<file path="config.mk">
export PLATFORM = sky130hd
export DESIGN_NAME = divider_flat
export DESIGN_NICKNAME = d
export VERILOG_FILES = /design/src/rtl/divider_if.sv /design/src/rtl/divider.sv /design/src/flat_wrapper.sv
export SDC_FILE = /design/constraint.sdc
export NUM_CORES = 1
export LEC_CHECK = 0
export CORE_MARGIN = 8
export CORE_UTILIZATION = 53
export DETAILED_ROUTE_END_ITERATION = 8
export PLACE_DENSITY_LB_ADDON = 0.2
export SETUP_SLACK_MARGIN = 0.05
export SLEW_MARGIN = 20
export SYNTH_ARGS = -nofsm -noshare
export SYNTH_HDL_FRONTEND = slang
export SYNTH_SLANG_ARGS = --single-unit
</file>
<file path="constraint.sdc">
create_clock -name clk -period 3.6 [get_ports clk]
set_input_delay 0.72 -clock clk [delete_from_list [all_inputs] [get_ports clk]]
set_output_delay 0.72 -clock clk [all_outputs]
set_load 0.01 [all_outputs]
</file>
<file path="src/rtl/divider_if.sv">
// -----------------------------------------------------------------------------
// divider_if
//   Handshake bundle for the iterative divider.
//   Operand side : valid_i (in), ready_i (out), dividend, divisor
//   Result side  : valid_o (out), ready_o (in), quotient, remainder,
//                  div_by_zero
//   master modport : the producer/consumer around the divider
//   slave modport  : the divider itself
// -----------------------------------------------------------------------------
interface divider_if #(
  parameter int N = 8
);
  logic         valid_i;
  logic         ready_i;
  logic [N-1:0] dividend;
  logic [N-1:0] divisor;

  logic         valid_o;
  logic         ready_o;
  logic [N-1:0] quotient;
  logic [N-1:0] remainder;
  logic         div_by_zero;

  modport master (
    output valid_i, dividend, divisor, ready_o,
    input  ready_i, valid_o, quotient, remainder, div_by_zero
  );

  modport slave (
    input  valid_i, dividend, divisor, ready_o,
    output ready_i, valid_o, quotient, remainder, div_by_zero
  );
endinterface

</file>
<file path="src/rtl/divider.sv">
// -----------------------------------------------------------------------------
// divider
//   Iterative unsigned restoring divider, one quotient bit per clock.
//   A divide by a non-zero divisor takes one accept edge plus N compute edges;
//   a zero divisor completes on the accept edge with quotient all ones,
//   remainder = dividend and div_by_zero set.
//
// Ports
//   clk  : clock, rising edge
//   rst  : asynchronous reset, active low
//   bus  : divider_if.slave
//            valid_i/ready_i   operand handshake (ready_i high only in IDLE)
//            dividend/divisor  operands, latched on accept
//            valid_o/ready_o   result handshake (result held while stalled)
//            quotient/remainder/div_by_zero  result, qualified by valid_o
// -----------------------------------------------------------------------------
module divider #(
  parameter int N = 8
) (
  input  logic     clk,
  input  logic     rst,
  divider_if.slave bus
);

  localparam int CW = $clog2(N) + 1;

  typedef enum logic [1:0] {
    IDLE      = 2'b00,
    COMPUTING = 2'b01,
    DONE      = 2'b10
  } state_t;

  state_t        state;
  state_t        state_next;

  logic [N-1:0]  q_reg;     // dividend shifting out the top, quotient in at the bottom
  logic [N-1:0]  div_reg;   // latched divisor
  logic [N:0]    prem;      // partial remainder, one extra bit so the compare never overflows
  logic [CW-1:0] cnt;

  logic [N-1:0]  res_quot;
  logic [N-1:0]  res_rem;
  logic          res_dbz;
  logic          res_valid;

  logic          accept;
  logic          last_step;
  logic [N:0]    trial;
  logic [N:0]    trial_sub;
  logic          trial_ge;
  logic [N:0]    prem_next;
  logic [N-1:0]  q_next;

  assign accept    = bus.valid_i && (state == IDLE);
  assign last_step = (cnt == CW'(N - 1));

  // One restoring step: bring the next dividend bit into the partial
  // remainder, subtract the divisor if it fits.
  assign trial     = {prem[N-1:0], q_reg[N-1]};
  assign trial_ge  = (trial >= {1'b0, div_reg});
  assign trial_sub = trial - {1'b0, div_reg};
  assign prem_next = trial_ge ? trial_sub : trial;
  assign q_next    = {q_reg[N-2:0], trial_ge};

  // The partial remainder is always below the divisor after a step, so its
  // top bit never feeds back; it only exists to keep the trial value exact.
  logic unused_prem_msb;
  assign unused_prem_msb = prem[N];

  // ---------------------------------------------------------------------------
  // State register
  // ---------------------------------------------------------------------------
  // NOTE: sequential state uses non-blocking assignments so every register
  // samples the pre-edge values, independent of statement order.
  always_ff @(posedge clk or negedge rst) begin
    if (!rst) state <= IDLE;
    else      state <= state_next;
  end

  // ---------------------------------------------------------------------------
  // Next-state logic
  // ---------------------------------------------------------------------------
  always_comb begin
    // NOTE: default first so every path assigns state_next and no latch is
    // inferred; the unused encoding falls back to IDLE through it as well.
    state_next = IDLE;
    unique case (state)
      IDLE: begin
        if (accept) state_next = (bus.divisor == '0) ? DONE : COMPUTING;
        else        state_next = IDLE;
      end
      COMPUTING: state_next = last_step ? DONE : COMPUTING;
      DONE:      state_next = (res_valid && bus.ready_o) ? IDLE : DONE;
      default:   state_next = IDLE;
    endcase
  end

  // ---------------------------------------------------------------------------
  // Datapath and result registers
  // ---------------------------------------------------------------------------
  always_ff @(posedge clk or negedge rst) begin
    if (!rst) begin
      q_reg     <= '0;
      div_reg   <= '0;
      prem      <= '0;
      cnt       <= '0;
      res_quot  <= '0;
      res_rem   <= '0;
      res_dbz   <= 1'b0;
      res_valid <= 1'b0;
    end else begin
      case (state)
        IDLE: begin
          if (accept) begin
            if (bus.divisor == '0) begin
              // Zero divisor: no iterations, report the conventional result.
              res_quot  <= '1;
              res_rem   <= bus.dividend;
              res_dbz   <= 1'b1;
              res_valid <= 1'b1;
            end else begin
              q_reg     <= bus.dividend;
              div_reg   <= bus.divisor;
              prem      <= '0;
              cnt       <= '0;
              res_dbz   <= 1'b0;
              res_valid <= 1'b0;
            end
          end
        end

        COMPUTING: begin
          q_reg <= q_next;
          prem  <= prem_next;
          cnt   <= cnt + 1'b1;
          if (last_step) begin
            res_quot  <= q_next;
            res_rem   <= prem_next[N-1:0];
            res_valid <= 1'b1;
          end
        end

        DONE: begin
          if (res_valid && bus.ready_o) res_valid <= 1'b0;
        end

        default: res_valid <= 1'b0;
      endcase
    end
  end

  assign bus.ready_i     = (state == IDLE);
  assign bus.valid_o     = res_valid;
  assign bus.quotient    = res_quot;
  assign bus.remainder   = res_rem;
  assign bus.div_by_zero = res_dbz;

endmodule

</file>
<file path="src/flat_wrapper.sv">
// flat-port wrapper written by rule: the top's interface ports become plain ports
module divider_flat 
#(
  parameter int N = 8
)
  (clk, rst, bus_valid_i, bus_dividend, bus_divisor, bus_ready_o, bus_ready_i, bus_valid_o, bus_quotient, bus_remainder, bus_div_by_zero);
  divider_if #(.N(N)) bus_i ();
  input  logic clk;
  input  logic rst;
  input wire logic [$bits(bus_i.valid_i)-1:0] bus_valid_i;
  input wire logic [$bits(bus_i.dividend)-1:0] bus_dividend;
  input wire logic [$bits(bus_i.divisor)-1:0] bus_divisor;
  input wire logic [$bits(bus_i.ready_o)-1:0] bus_ready_o;
  output wire logic [$bits(bus_i.ready_i)-1:0] bus_ready_i;
  output wire logic [$bits(bus_i.valid_o)-1:0] bus_valid_o;
  output wire logic [$bits(bus_i.quotient)-1:0] bus_quotient;
  output wire logic [$bits(bus_i.remainder)-1:0] bus_remainder;
  output wire logic [$bits(bus_i.div_by_zero)-1:0] bus_div_by_zero;
  assign bus_i.valid_i = bus_valid_i;
  assign bus_i.dividend = bus_dividend;
  assign bus_i.divisor = bus_divisor;
  assign bus_i.ready_o = bus_ready_o;
  assign bus_ready_i = bus_i.ready_i;
  assign bus_valid_o = bus_i.valid_o;
  assign bus_quotient = bus_i.quotient;
  assign bus_remainder = bus_i.remainder;
  assign bus_div_by_zero = bus_i.div_by_zero;
  divider #(.N(N)) u_core (.clk(clk), .rst(rst), .bus(bus_i));
endmodule
</file>
## Word-level counts from Yosys, hierarchy flattened

Cells that the tools add are included.

| storage, ports and cells | value |
|---|---|
| bits in registers | 48 |
| bits of input ports | 20 |
| output and inout bits | 19 |
| logic and storage cells | 59 |

| cells by class | value |
|---|---|
| $add $sub $neg | 2 |
| order comparisons | 1 |
| equal/unequal tests | 8 |
| mux-type cells | 28 |
| bitwise gates (word level) | 1 |
| reductions and logical operators | 10 |

Operators by type and width:

| kind | count |
|---|---|
| $mux 8 | 11 |
| $pmux 8 s2 | 4 |
| $ge 9x8->1 | 1 |
| $reduce_and 3->1 | 3 |
| $logic_not 8->1 | 1 |
| $mux 2 | 4 |
| $mux 4 | 2 |
| $ne 2x1->1 const B | 4 |
| $pmux 4 s2 | 1 |
| $sub 8x8->8 | 1 |
| $pmux 2 s3 | 1 |
| $add 4x1->4 const B | 1 |
| $eq 4x3->1 const B | 1 |
| $mux 1 | 4 |
| $reduce_and 4->1 | 1 |
| $pmux 1 s3 | 1 |
| $eq 2x1->1 const B | 1 |
| $eq 2x2->1 const B | 1 |
| $logic_and 1x1->1 | 2 |
| $logic_not 2->1 | 1 |
| $ne 2x2->1 const B | 1 |
| $reduce_and 2->1 | 1 |
| $reduce_bool 2->1 | 1 |
| $not 1->1 | 1 |

## Logic depth before layout (Yosys ltp)

| depth | value |
|---|---|
| word-level depth | 4 |
| depth in mapped cells | 9 |
| gate-level depth less buffers | 9 |

## Worst setup path after synthesis

OpenSTA, ideal clock, no wires.

| timing path | value |
|---|---|
| kind | input to register |
| start point | input port bus_divisor[5] |
| end point | register u_core.res_rem[0], in the netlist u_core.bus.remainder[0] |
| library setup time | 0.125 ns |
| arrival time | 2.051 ns |
| data required time | 3.475 ns |
| path slack | 1.424 ns |
| stages | 5 |
| buffers on the path | 0 |
| cell sequence | or4_4 nor2_4 nand3_2 a21oi_4 mux2_2 |

| on the way | value |
|---|---|
| word-level cells in the longest chain between the ends | 3 |

RTL lines:

| element | line | source |
|---|---|---|
| from (decl) | flat_wrapper.sv:12 | `input wire logic [$bits(bus_i.divisor)-1:0] bus_divisor;` |
| $logic_not 8->1 | divider.sv:115 | `if (bus.divisor == '0) begin` |
| $ne 2x1->1 (no source line) | n/a |  |
| $reduce_and 4->1 (no source line) | n/a |  |
| to (signal assigned) | divider.sv:118 | `res_rem <= bus.dividend;` |
| to (signal assigned) | divider.sv:138 | `res_rem <= prem_next[N-1:0];` |
| to (decl) | divider.sv:42 | `logic [N-1:0] res_rem;` |

No other way between the ends.
A chain may end at the register's enable or synchronous reset.

## Final worst setup path

| timing path | value |
|---|---|
| start point | input port bus_divisor[5] |
| end point | register u_core.res_rem[6], in the netlist u_core.bus.remainder[6] |

The elaborated chain is that of the path after synthesis.

==> impl_metrics.ini <==
[placed_design]
portBuffers = 38
gp_congestion = 0.853
dp_hpwl_mm = 4.16

[job]
cap_violations = 0

[yosys]
ys_warn_count = 0
synthFlopType = dfrtp_1
synth-edff-count = 0
ys_seq_area_share_pct = 49.2
syn-num-nets = 281
ys_async_sr_fraction_pct = 100
synth-seq-cells = 48
synthCells = 251
synth.distinct_cells = 44
synth.avg_cell_area_sq_um = 9.72
syn-cell-area_sq_mm = 0.00244

[pwr]
p_clk_share_pct = 14.8
p_comb_share_pct = 53.7
ir_drop_v = 0.000561
p_leak_uw = 0.00131
sw_frac_of_total_pct = 40.5
power_density_mw_per_mm2 = 1060
p_int_uw = 1890
pwr-share-seq_pct = 31.5
p_switching_uw = 1290
p_total_uw = 3170

[floorplanning]
rows = 24
die_x_microns = 83.9
initial_utilization_pct = 55.7
die_h_microns = 83.9
core_sq_mm = 0.00438
die_area_sq_mm = 0.00703
ios = 39

[sta]
clock_skew_ns = 0.0124
max_freq_mhz = 390
slew_headroom_pct = 41.8
worst_slew_pin_slew_ns = 0.870
period_needed_ns = 2.56
maxSlewViolCount = 0
finalSetupViolations = 0
hold_violations = 0
timing.final.crit_share_pct = 71.2
rsz0062_at_grt = false
fin_setup_tns_ns = 0

[critical_path]
ff2ff_path_depth = 8
critPathMaxFanout = 13
reg2reg_from = u_core.prem[5]
critPathKind = in2reg
crit_path_start = bus_divisor[5]
critical_path.startpoint_type = primary input
arrival_ns = 2.80
cp-end-kind = register
reg2reg_to = u_core.bus.remainder[6]
crit_end = u_core.bus.remainder[6]
crit_required_ns = 3.83
r2r_slack_ns = 1.11

[worst_hold_path]
hold_class = in2async

[clocking]
h-tree-depth = 2
cts_root_buf = clkbuf_8
cts_made_buffers = 5
cts.sinks = 48
cts_hold_buf = 0
cts_setup_buffers = 0
tritoncts = done
cts_max_path_buffers = 2
cts_resized = 0
clkLatencyLatePin_ns = 0.31
path_clk_slew_ns = 0.09

[final_layout]
area_growth_pct = 22.7
num_antenna_cells = 0
n_fill_cell = 364
final_layout_size_suffix_gt1_share_pct = 11.3
fin_nets = 320

[drt]
drc = 0
first_iter_violations = 174
drtPass1Iterations = 4
dr_total_vias = 1943
drt_wl_total_mm = 5.75
routedWlPerCell_microns = 16.8
ant_nets = 0
vias_per_cell = 5.66

[grt]
grt_start_max_net_pins = 49
grt_pass1_wl_mm = 9.69
grt_pass1_vias = 2047
antenna_found_initial = 0
gr-usage-all-layers_pct = 16.7
grt_overflow = 0

[status]
outcome = completed
==> power by group through the flow <==
stage | Clock [uW] | Combinational [uW] | Sequential (uW)
floorplan | 0 | 1140 | 993
global placement | 0 | 1660 | 997
detailed placement | 0 | 1700 | 997
CTS | 477 | 1710 | 994
global route | 499 | 1900 | 1030
finish | 470 | 1700 | 998
==> worst max-delay path, stage by stage <==
cell	delay, ns
clkdlybuf4s50_1	0.42
or4_4	0.57
nor2_4	0.17
nand3_2	0.11
a21oi_4	0.37
buf_4	0.25
nor2_1	0.05
a31oi_1	0.14
==> logic make-up (layout without fill, tap and decap cells) <==
family	after synthesis	in the layout	share of synthesized area, %
buffers and inverters	21	61	4.05
flip-flops	48	48	49.2
adder cells (fa/ha/maj)	10	10	5.44
XOR/XNOR	5	5	1.80
multiplexers	6	6	2.72
AND/OR/NAND/NOR	88	88	16.3
AO/OA/AOI/OAI	73	73	20.5
==> cell usage after synthesis (all sizes together) (5+ instances only) <==
cell type | n | area share (%)
a21oi | 13 | 3.1
a31oi | 10 | 2.6
o22a | 9 | 3.6
o21ai | 19 | 3.9
dfrtp | 48 | 49
buf | 6 | 1.7
nand2 | 43 | 6.7
inv | 11 | 1.7
nor2 | 27 | 4.5
ha | 9 | 4.6
mux2 | 5 | 2.3
a21o | 5 | 1.5
==> area by class of cell <==
class	instances	area (sq um)	share of cell area [%]
clock buffer	5	68.8	2.30
clock inverter	3	68.8	2.30
timing repair buffer	42	408	13.6
inverter	11	41.3	1.38
tap	52	65.1	2.17
sequential	48	1200	40.1
multi-input combinational	182	1140	38.1
==> layout by cell type, fill, tap and decap left out, types with 2 or more instances in the layout <==
cell,synthesis,layout
dfrtp_1,48,48
nand2_1,42,42
clkdlybuf4s50_1,0,37
nor2_1,26,26
o21ai_0,19,19
a21oi_1,12,12
inv_1,11,11
a31oi_1,10,10
ha_1,9,9
o22a_2,7,7
mux2_2,5,5
a21o_1,5,5
clkbuf_8,0,5
buf_4,0,5
nor2b_1,4,4
nand3_1,3,3
o21a_1,3,3
xnor2_1,3,3
or4_4,2,2
o22a_1,2,2
and2_1,2,2
o31ai_1,2,2
xor2_1,2,2
a22oi_1,2,2
a32oi_1,2,2
nand3b_1,2,2
bufinv_16,0,2
==> through the flow <==
stage / hold slack [ns] / cell area (sq um) / std cells / util [%] / worst slack [ns]
after floorplan: 0.424 / 2440 / 251 / - / 1.42
after global placement: 0.460 / 2850 / 335 / 65.1 / 0.767
after detailed placement: 0.464 / 2850 / 335 / 65.1 / 0.699
after CTS: 0.487 / 2990 / 343 / 68.2 / 1.03
after global routing: 0.451 / 2990 / 343 / 68.3 / 0.938
final: 0.409 / 2990 / 343 / 68.3 / 1.04
==> worst min path at each step <==
stage          cells past startpoint                   start                endpoint  slack [ns]
5_1_grt                            1                     rst          u_core.prem[4]        0.45
3_5_place_dp                       2  u_core.bus.div_by_zero  u_core.bus.div_by_zero        0.46
3_3_place_gp                       2  u_core.bus.div_by_zero  u_core.bus.div_by_zero        0.46
4_1_cts                            2  u_core.bus.div_by_zero  u_core.bus.div_by_zero        0.49
6_report                           1                     rst          u_core.prem[4]        0.41
2_1_floorplan                      0                     rst  u_core.bus.div_by_zero        0.42
==> routing by layer <==
layer / part of all wire [%] / wire length [microns] / track usage, %
met1: 48 / 2730 / 21.8
met2: 45 / 2570 / 25.4
met3: 5.7 / 326 / 4.88
met4: 2.0 / 116 / 6.12
met5: 0 / 0 / 0
(Power assumes the default switching activity.)
